[config.mk]
export PLATFORM = sky130hd
export DESIGN_NAME = dtree_serial_engine_flat
export DESIGN_NICKNAME = d
export VERILOG_FILES = /design/src/rtl/dtree_serial_engine_if.sv /design/src/rtl/dtree_serial_engine.sv /design/src/flat_wrapper.sv
export SDC_FILE = /design/constraint.sdc
export NUM_CORES = 2
export LEC_CHECK = 0
export CAP_MARGIN = 20
export CORE_ASPECT_RATIO = 0.8
export CORE_MARGIN = 3
export CORE_UTILIZATION = 50
export DETAILED_ROUTE_END_ITERATION = 16
export DONT_BUFFER_PORTS = 1
export PLACE_DENSITY = 0.64
export SYNTH_ARGS = -nofsm -noshare
export SYNTH_HDL_FRONTEND = slang
export SYNTH_SLANG_ARGS = --single-unit
export TNS_END_PERCENT = 30
[constraint.sdc]
create_clock -name clk -period 8.8 [get_ports clk]
set_input_delay 1.76 -clock clk [delete_from_list [all_inputs] [get_ports clk]]
set_output_delay 1.76 -clock clk [all_outputs]
set_load 0.05 [all_outputs]
[src/rtl/dtree_serial_engine_if.sv]
// Handshake and configuration bundle for the serial decision-tree engine.
// The master side feeds samples and node words; the slave side is the engine.
interface dtree_serial_engine_if #(
   parameter int NUM_FEAT = 9,
   parameter int FEAT_W   = 8,
   parameter int NODE_AW  = 6,
   parameter int CLASS_W  = 2
);
   localparam int NW = 1 + 4 + FEAT_W + 2 * NODE_AW;

   logic                         cfg_we;
   logic [NODE_AW-1:0]           cfg_addr;
   logic [NW-1:0]                cfg_wdata;
   logic                         cfg_err;
   logic                         in_valid;
   logic                         in_ready;
   logic [NUM_FEAT*FEAT_W-1:0]   in_x;
   logic                         out_valid;
   logic                         out_ready;
   logic [CLASS_W-1:0]           out_class;
   logic                         out_err;
   logic [3:0]                   out_depth;
   logic                         busy;

   modport master (
      output cfg_we, cfg_addr, cfg_wdata, in_valid, in_x, out_ready,
      input  cfg_err, in_ready, out_valid, out_class, out_err, out_depth, busy
   );

   modport slave (
      input  cfg_we, cfg_addr, cfg_wdata, in_valid, in_x, out_ready,
      output cfg_err, in_ready, out_valid, out_class, out_err, out_depth, busy
   );
endinterface

[src/rtl/dtree_serial_engine.sv]
// Table-driven decision-tree classifier walking one node per clock through a
// run-time programmable node table, sharing a single feature mux and comparator.
module dtree_serial_engine #(
   parameter int NUM_FEAT  = 9,
   parameter int FEAT_W    = 8,
   parameter int NODE_AW   = 6,
   parameter int CLASS_W   = 2,
   parameter int MAX_DEPTH = 15
) (
   input logic clk,
   input logic rst_n,
   dtree_serial_engine_if.slave bus
);
   localparam int NW    = 1 + 4 + FEAT_W + 2 * NODE_AW;
   localparam int NODES = 2 ** NODE_AW;
   localparam logic [4:0] NUM_FEAT_L = 5'(NUM_FEAT);
   localparam logic [3:0] MAX_DEPTH_L = 4'(MAX_DEPTH);

   typedef enum logic [1:0] {IDLE, WALK, DONE} state_t;

   state_t                     r_state;
   state_t                     w_nextState;
   logic [NW-1:0]              r_table [NODES];
   logic [NUM_FEAT*FEAT_W-1:0] r_sample;
   logic [NODE_AW-1:0]         r_curAddr;
   logic [3:0]                 r_depth;
   logic [CLASS_W-1:0]         r_outClass;
   logic                       r_outErr;
   logic [3:0]                 r_outDepth;
   logic                       r_cfgErr;

   logic [NW-1:0]              w_node;
   logic                       w_isInt;
   logic [3:0]                 w_featIdx;
   logic [FEAT_W-1:0]          w_thr;
   logic [NODE_AW-1:0]         w_left;
   logic [NODE_AW-1:0]         w_right;
   logic [CLASS_W-1:0]         w_leafClass;
   logic [FEAT_W-1:0]          w_feat;
   logic                       w_badFeat;
   logic                       w_depthMax;
   logic                       w_goLeft;

   assign w_node      = r_table[r_curAddr];
   assign w_isInt     = w_node[NW-1];
   assign w_featIdx   = w_node[NW-2 -: 4];
   assign w_thr       = w_node[NW-6 -: FEAT_W];
   assign w_left      = w_node[2*NODE_AW-1 -: NODE_AW];
   assign w_right     = w_node[NODE_AW-1:0];
   assign w_leafClass = w_node[CLASS_W-1:0];
   assign w_badFeat   = {1'b0, w_featIdx} >= NUM_FEAT_L;
   assign w_depthMax  = r_depth == MAX_DEPTH_L;
   assign w_goLeft    = w_feat <= w_thr;

   // Out-of-range feature indices select zero; they are flagged as errors anyway.
   always_comb begin
      w_feat = '0;
      for (int i = 0; i < NUM_FEAT; i++) begin
         if (w_featIdx == 4'(i)) w_feat = r_sample[i*FEAT_W +: FEAT_W];
      end
   end

   always_ff @(posedge clk or negedge rst_n) begin
      if (!rst_n) r_state <= IDLE;
      else        r_state <= w_nextState;
   end

   always_comb begin
      w_nextState = r_state;
      unique case (r_state)
         IDLE:    if (bus.in_valid) w_nextState = WALK;
         WALK:    if (!w_isInt || w_badFeat || w_depthMax) w_nextState = DONE;
         DONE:    if (bus.out_ready) w_nextState = IDLE;
         default: w_nextState = IDLE;
      endcase
   end

   // Node table only accepts writes while idle so a walk never sees a torn tree.
   always_ff @(posedge clk or negedge rst_n) begin
      if (!rst_n) begin
         for (int n = 0; n < NODES; n++) r_table[n] <= '0;
      end else if (r_state == IDLE && bus.cfg_we) begin
         r_table[bus.cfg_addr] <= bus.cfg_wdata;
      end
   end

   always_ff @(posedge clk or negedge rst_n) begin
      if (!rst_n) begin
         r_sample   <= '0;
         r_curAddr  <= '0;
         r_depth    <= '0;
         r_outClass <= '0;
         r_outErr   <= 1'b0;
         r_outDepth <= '0;
         r_cfgErr   <= 1'b0;
      end else begin
         r_cfgErr <= bus.cfg_we && (r_state != IDLE);
         case (r_state)
            IDLE: begin
               if (bus.in_valid) begin
                  r_sample  <= bus.in_x;
                  r_curAddr <= '0;
                  r_depth   <= '0;
               end
            end
            WALK: begin
               if (!w_isInt) begin
                  r_outClass <= w_leafClass;
                  r_outErr   <= 1'b0;
                  r_outDepth <= r_depth;
               end else if (w_badFeat || w_depthMax) begin
                  r_outClass <= '0;
                  r_outErr   <= 1'b1;
                  r_outDepth <= r_depth;
               end else begin
                  r_curAddr <= w_goLeft ? w_left : w_right;
                  r_depth   <= r_depth + 4'd1;
               end
            end
            default: ;
         endcase
      end
   end

   assign bus.in_ready  = (r_state == IDLE);
   assign bus.out_valid = (r_state == DONE);
   assign bus.busy      = (r_state != IDLE);
   assign bus.out_class = r_outClass;
   assign bus.out_err   = r_outErr;
   assign bus.out_depth = r_outDepth;
   assign bus.cfg_err   = r_cfgErr;
endmodule

[src/flat_wrapper.sv]
// flat-port wrapper written by rule: the top's interface ports become plain ports
module dtree_serial_engine_flat 
#(
   parameter int NUM_FEAT  = 9,
   parameter int FEAT_W    = 8,
   parameter int NODE_AW   = 6,
   parameter int CLASS_W   = 2,
   parameter int MAX_DEPTH = 15
)
  (clk, rst_n, bus_cfg_we, bus_cfg_addr, bus_cfg_wdata, bus_in_valid, bus_in_x, bus_out_ready, bus_cfg_err, bus_in_ready, bus_out_valid, bus_out_class, bus_out_err, bus_out_depth, bus_busy);
  dtree_serial_engine_if #(.NUM_FEAT(NUM_FEAT), .FEAT_W(FEAT_W), .NODE_AW(NODE_AW), .CLASS_W(CLASS_W)) bus_i ();
  input logic clk;
  input logic rst_n;
  input wire logic [$bits(bus_i.cfg_we)-1:0] bus_cfg_we;
  input wire logic [$bits(bus_i.cfg_addr)-1:0] bus_cfg_addr;
  input wire logic [$bits(bus_i.cfg_wdata)-1:0] bus_cfg_wdata;
  input wire logic [$bits(bus_i.in_valid)-1:0] bus_in_valid;
  input wire logic [$bits(bus_i.in_x)-1:0] bus_in_x;
  input wire logic [$bits(bus_i.out_ready)-1:0] bus_out_ready;
  output wire logic [$bits(bus_i.cfg_err)-1:0] bus_cfg_err;
  output wire logic [$bits(bus_i.in_ready)-1:0] bus_in_ready;
  output wire logic [$bits(bus_i.out_valid)-1:0] bus_out_valid;
  output wire logic [$bits(bus_i.out_class)-1:0] bus_out_class;
  output wire logic [$bits(bus_i.out_err)-1:0] bus_out_err;
  output wire logic [$bits(bus_i.out_depth)-1:0] bus_out_depth;
  output wire logic [$bits(bus_i.busy)-1:0] bus_busy;
  assign bus_i.cfg_we = bus_cfg_we;
  assign bus_i.cfg_addr = bus_cfg_addr;
  assign bus_i.cfg_wdata = bus_cfg_wdata;
  assign bus_i.in_valid = bus_in_valid;
  assign bus_i.in_x = bus_in_x;
  assign bus_i.out_ready = bus_out_ready;
  assign bus_cfg_err = bus_i.cfg_err;
  assign bus_in_ready = bus_i.in_ready;
  assign bus_out_valid = bus_i.out_valid;
  assign bus_out_class = bus_i.out_class;
  assign bus_out_err = bus_i.out_err;
  assign bus_out_depth = bus_i.out_depth;
  assign bus_busy = bus_i.busy;
  dtree_serial_engine #(.NUM_FEAT(NUM_FEAT), .FEAT_W(FEAT_W), .NODE_AW(NODE_AW), .CLASS_W(CLASS_W), .MAX_DEPTH(MAX_DEPTH)) u_core (.clk(clk), .rst_n(rst_n), .bus(bus_i));
endmodule
==> summary.md <==
| Metric | Value |
|---|---|
| CP max FO | `43` |
| Gates resized, CTS repair | `0` |
| P_int | `15.1 mW` |
| Clk slew on worst S/H paths | `roughly 0.060 ns` |
| CTS H-tree lvls | `4` |
| Hold-fix buffers, CTS | `0` |
| Initial DRC count | `roughly 4k` |
| RR Startpoint | `u_core.r_curAddr[1]$_DFFE_PN0P_` |
| Final worst path period need | `~6.0 ns` |
| Via density | `around 6.3` |
| CTS Sinks | `1,692` |
| Startpoint types | `flop` |
| WHS Path Cells | `2` |
| Yosys cell types | `59` |
| Achievable frequency | `roughly 170 MHz` |
| Final Hold Vio Count | `0` |
| Met1 Resource Use GR | `about two fifths` |
| WP data required | `approximately 9.5 ns` |
| Routed Antenna Nets | `0` |
| I/O pin count | `between 100 and 150` |
| Post-synth EDFFs | `0` |
| Reg2reg path depth | `21` |
| Power per cell area | `between 200 and 250 nW/um^2` |
| Die width | `444 um` |
| Worst-Skew Late Latency | `0.81 ns` |
| Via count | `between 40k and 50k` |
| Fin worst setup slack | `roughly 2.8 ns` |
| Gp weighted congestion | `0.850` |
| Worst Path Arrival | `6.71 ns` |
| Relative slew margins | `a little under a fifth` |
| Synth Cell Area | `76,800 sq um` |
| Sequential fraction of the synthesis area | `roughly 55%` |
| FILL cells | `approximately 12k` |
| Hold path start | `u_core.r_sample[11]$_DFFE_PN0P_` |
| Reg2Reg Setup Slack | `2.76 ns` |
| Ratio of final minimum period to clock period | `between 60% and 70%` |
| Status | `completed` |
| Worst Skew | `roughly 0.032 ns` |
| Dpl hpwl | `approximately 120,000 um` |
| GRT overflow | `0` |
| Global routing's busiest layer | `met2` |
| Kind of critical path | `reg -> reg` |
| R2R Path End | `u_core.r_curAddr[4]$_DFFE_PN0P_` |
| RSZ-0062 raised after global routing | `no` |
| First-pass GRT wire length | `roughly 310,000 um` |
| Post-Syn Instances | `4,842` |
| Synth top area cells | `dfrtp_1 (55%), mux2_2 (24%), mux4_2 (15%)` |
| Initial DRT Pass Iterations | `5` |
| WL final | `between 200,000 and 250,000 um` |
| Pin count of the biggest net entering global routing | `approximately 270` |
| Ys flop type | `dfrtp_1` |
| Core area | `between 150,000 and 200,000 sq um` |
| Cell with the most instances on the worst path | `mux2i_1` |
| Met3 usage | `5.63%` |
| Die area | `roughly 160,000 sq um` |
| CTS Buf Count | `170` |
| Drt wl/cell | `~31 um` |
| Worst-margin pin slew | `about 1.2 ns` |
| Vias in the first global route | `around 44k` |
| #FFs+latches synth | `1,692` |
| CTS root buffer | `clkbuf_16` |
| Die Y | `approximately 360 um` |
| Placement Setup Slack | `roughly 2.7 ns` |
| Setup bufs post-CTS | `0` |
| Crit-path slowest cell | `dfrtp_4` |
| Critical Path, Cell by Cell | `buf_4, mux4_2, mux2i_1, mux2i_1, mux4_2, nand2_1, nor2_1, a22oi_1, o22ai_1, a211o_1, ha_1, nor2b_1, o21a_1, o21ai_0, nand2b_1, a21oi_1, o21ai_0, o21ai_1, buf_6, mux2i_1, mux2i_1` |
| Hold_ws | `0.480 ns` |
| Leakage | `a little under 40 nW` |
| Post-route setup TNS | `0 ns` |
| TritonCTS clock tree | `built` |
| Synth async-reset ratio | `100%` |
| CP Buf/Inv Count | `2` |
| Cell family contributing the most delay on the critical path | `multiplexers` |
| Synth warn | `0` |
| Initial Util | `between 50 and 60%` |
| Share of layout cells above drive strength 1 | `53.2%` |
| Slew Limit Fails | `0` |
| Port bufs | `0` |
| Min-delay worst type | `reg -> reg` |
| Seq pwr share | `48.5%` |
| Nets | `4,782` |
| Switching Share | `a little over a quarter` |
| Dominant cell type by area after synthesis | `dfrtp_1` |
| Clock network power share | `35.4%` |
| Hold endpoint | `u_core.r_sample[11]$_DFFE_PN0P_` |
| Initial antenna violation count | `3` |
| Peak VDD IR | `between 200 and 250 uV` |
| Synth-to-layout area growth | `9.76%` |
| Net Switching | `around 5.4 mW` |
| Final setup violation count | `0` |
| Clk buf depth | `3` |
| Gr usage total | `a little over a quarter` |
| Max Cap Viol | `0` |
| GR met2 Demand/Resource | `approximately two fifths` |
| DRC Markers | `0` |
| Combinational Power Share | `between 10% and 20%` |
| # rows | `between 100 and 150` |
| Syn Nets | `slightly below 5k` |
| Largest stage delay on the critical path | `1.00 ns` |
| Syn_area_per_cell | `about 16 sq um` |
| Critical Path End Type | `flop` |
| Post-synth top area share | `between 50% and 60%` |
per-layer routing:
layer,wire [um],vias up
met4,4680,0
met2,95900,1254
met1,97500,23906
li1,-,17572
met3,13500,292
met5,0,-
flip-flops by register name, indices dropped and copies added, names as in the netlist:
name and flops:
u_core.bus.cfg_err 1, u_core.bus.out_err 1, u_core.bus.out_depth 4, u_core.r_curAddr 6, u_core.r_sample 72, u_core.r_state 2
u_core.r_depth 4, u_core.bus.out_class 2, u_core.r_table 1600
layout by cell type, fill, tap and decap left out, drive strengths merged, types with 4 or more instances in the layout:
cell type | netlist | final
a211o | 6 | 6
a211oi | 5 | 5
a21o | 5 | 5
a21oi | 9 | 9
a221oi | 5 | 5
a22o | 4 | 4
a22oi | 13 | 13
a32oi | 4 | 4
and2 | 9 | 9
buf | 145 | 110
bufinv | 0 | 6
clkbuf | 314 | 261
clkinv | 1 | 32
dfrtp | 1692 | 1692
diode | 0 | 7
ha | 9 | 9
inv | 13 | 20
mux2 | 1609 | 1609
mux2i | 41 | 41
mux4 | 503 | 503
nand2 | 308 | 308
nand2b | 10 | 10
nand3 | 11 | 11
nor2 | 48 | 48
nor2b | 13 | 13
nor3 | 5 | 5
o211ai | 4 | 4
o21ai | 10 | 10
o22ai | 15 | 15
cells in the mapped netlist, drive strengths merged (5+ instances only):
cell type,number
a211o,6
a211oi,5
a21o,5
a21oi,9
a221oi,5
a22oi,13
and2,9
buf,145
clkbuf,314
dfrtp,1692
ha,9
inv,13
mux2,1609
mux2i,41
mux4,503
nand2,308
nand2b,10
nand3,11
nor2,48
nor2b,13
nor3,5
o21ai,10
o22ai,15
metrics by stage:
step,util (%),instances,power (mW),cell area [sq um]
global route,55.3,6816,21.3,84300
floorplan,-,4842,12.3,76800
finish,55.3,6823,20.5,84300
detailed placement,51.6,6501,13.3,78700
global placement,51.6,6500,13.2,78700
CTS,55.2,6809,20.6,84200
worst min-delay path, cell delays in order, from the launching register on:
cell and delay, ns:
dfrtp_1 0.34, nand2_1 0.05, nand2_1 0.06
worst max path at each step:
stage	startpoint	end	slack (ns)	cells past startpoint
5_1_grt	u_core.r_curAddr[0]$_DFFE_PN0P_	u_core.r_curAddr[3]$_DFFE_PN0P_	2.42	21
3_5_place_dp	u_core.r_curAddr[0]$_DFFE_PN0P_	u_core.r_curAddr[3]$_DFFE_PN0P_	2.70	20
2_1_floorplan	u_core.r_curAddr[0]$_DFFE_PN0P_	u_core.r_curAddr[0]$_DFFE_PN0P_	4.10	20
6_report	u_core.r_curAddr[1]$_DFFE_PN0P_	u_core.r_curAddr[4]$_DFFE_PN0P_	2.76	21
3_3_place_gp	u_core.r_curAddr[0]$_DFFE_PN0P_	u_core.r_curAddr[4]$_DFFE_PN0P_	2.35	19
4_1_cts	u_core.r_curAddr[0]$_DFFE_PN0P_	u_core.r_curAddr[3]$_DFFE_PN0P_	2.66	20
power groups by stage:
stage	clock, mW	combinational (mW)	sequential (mW)
2_1_floorplan	0	2.57	9.70
3_5_place_dp	0	3.30	10.0
4_1_cts	7.38	3.31	9.89
5_1_grt	7.68	3.58	10.0
3_3_place_gp	0	3.19	10.0
6_report	7.25	3.30	9.92
cells by family after synthesis:
| family | Yosys count | synth area share (%) |
|---|---|---|
| AOI/OAI and AO/OA | 96 | 0.938 |
| adders and majority gates | 9 | 0.147 |
| buffers and inverters | 473 | 2.64 |
| DFF | 1692 | 55.1 |
| muxes | 2153 | 38.9 |
| and+or+nand+nor | 419 | 2.28 |
final cells by class:
| cell class | count | area (sq um) | share of cell area [%] |
|---|---|---|---|
| clock inverter | 47 | 460 | 0.546 |
| multi-input combinational | 2677 | 32700 | 38.8 |
| tap | 2015 | 2520 | 2.99 |
| timing repair buffer | 110 | 1160 | 1.38 |
| antenna | 7 | 17.5 | 0.0208 |
| clock buffer | 261 | 5060 | 6.00 |
| sequential | 1692 | 42400 | 50.2 |
| inverter | 14 | 52.6 | 0.0623 |
Power figures use the tool's default switching activity.
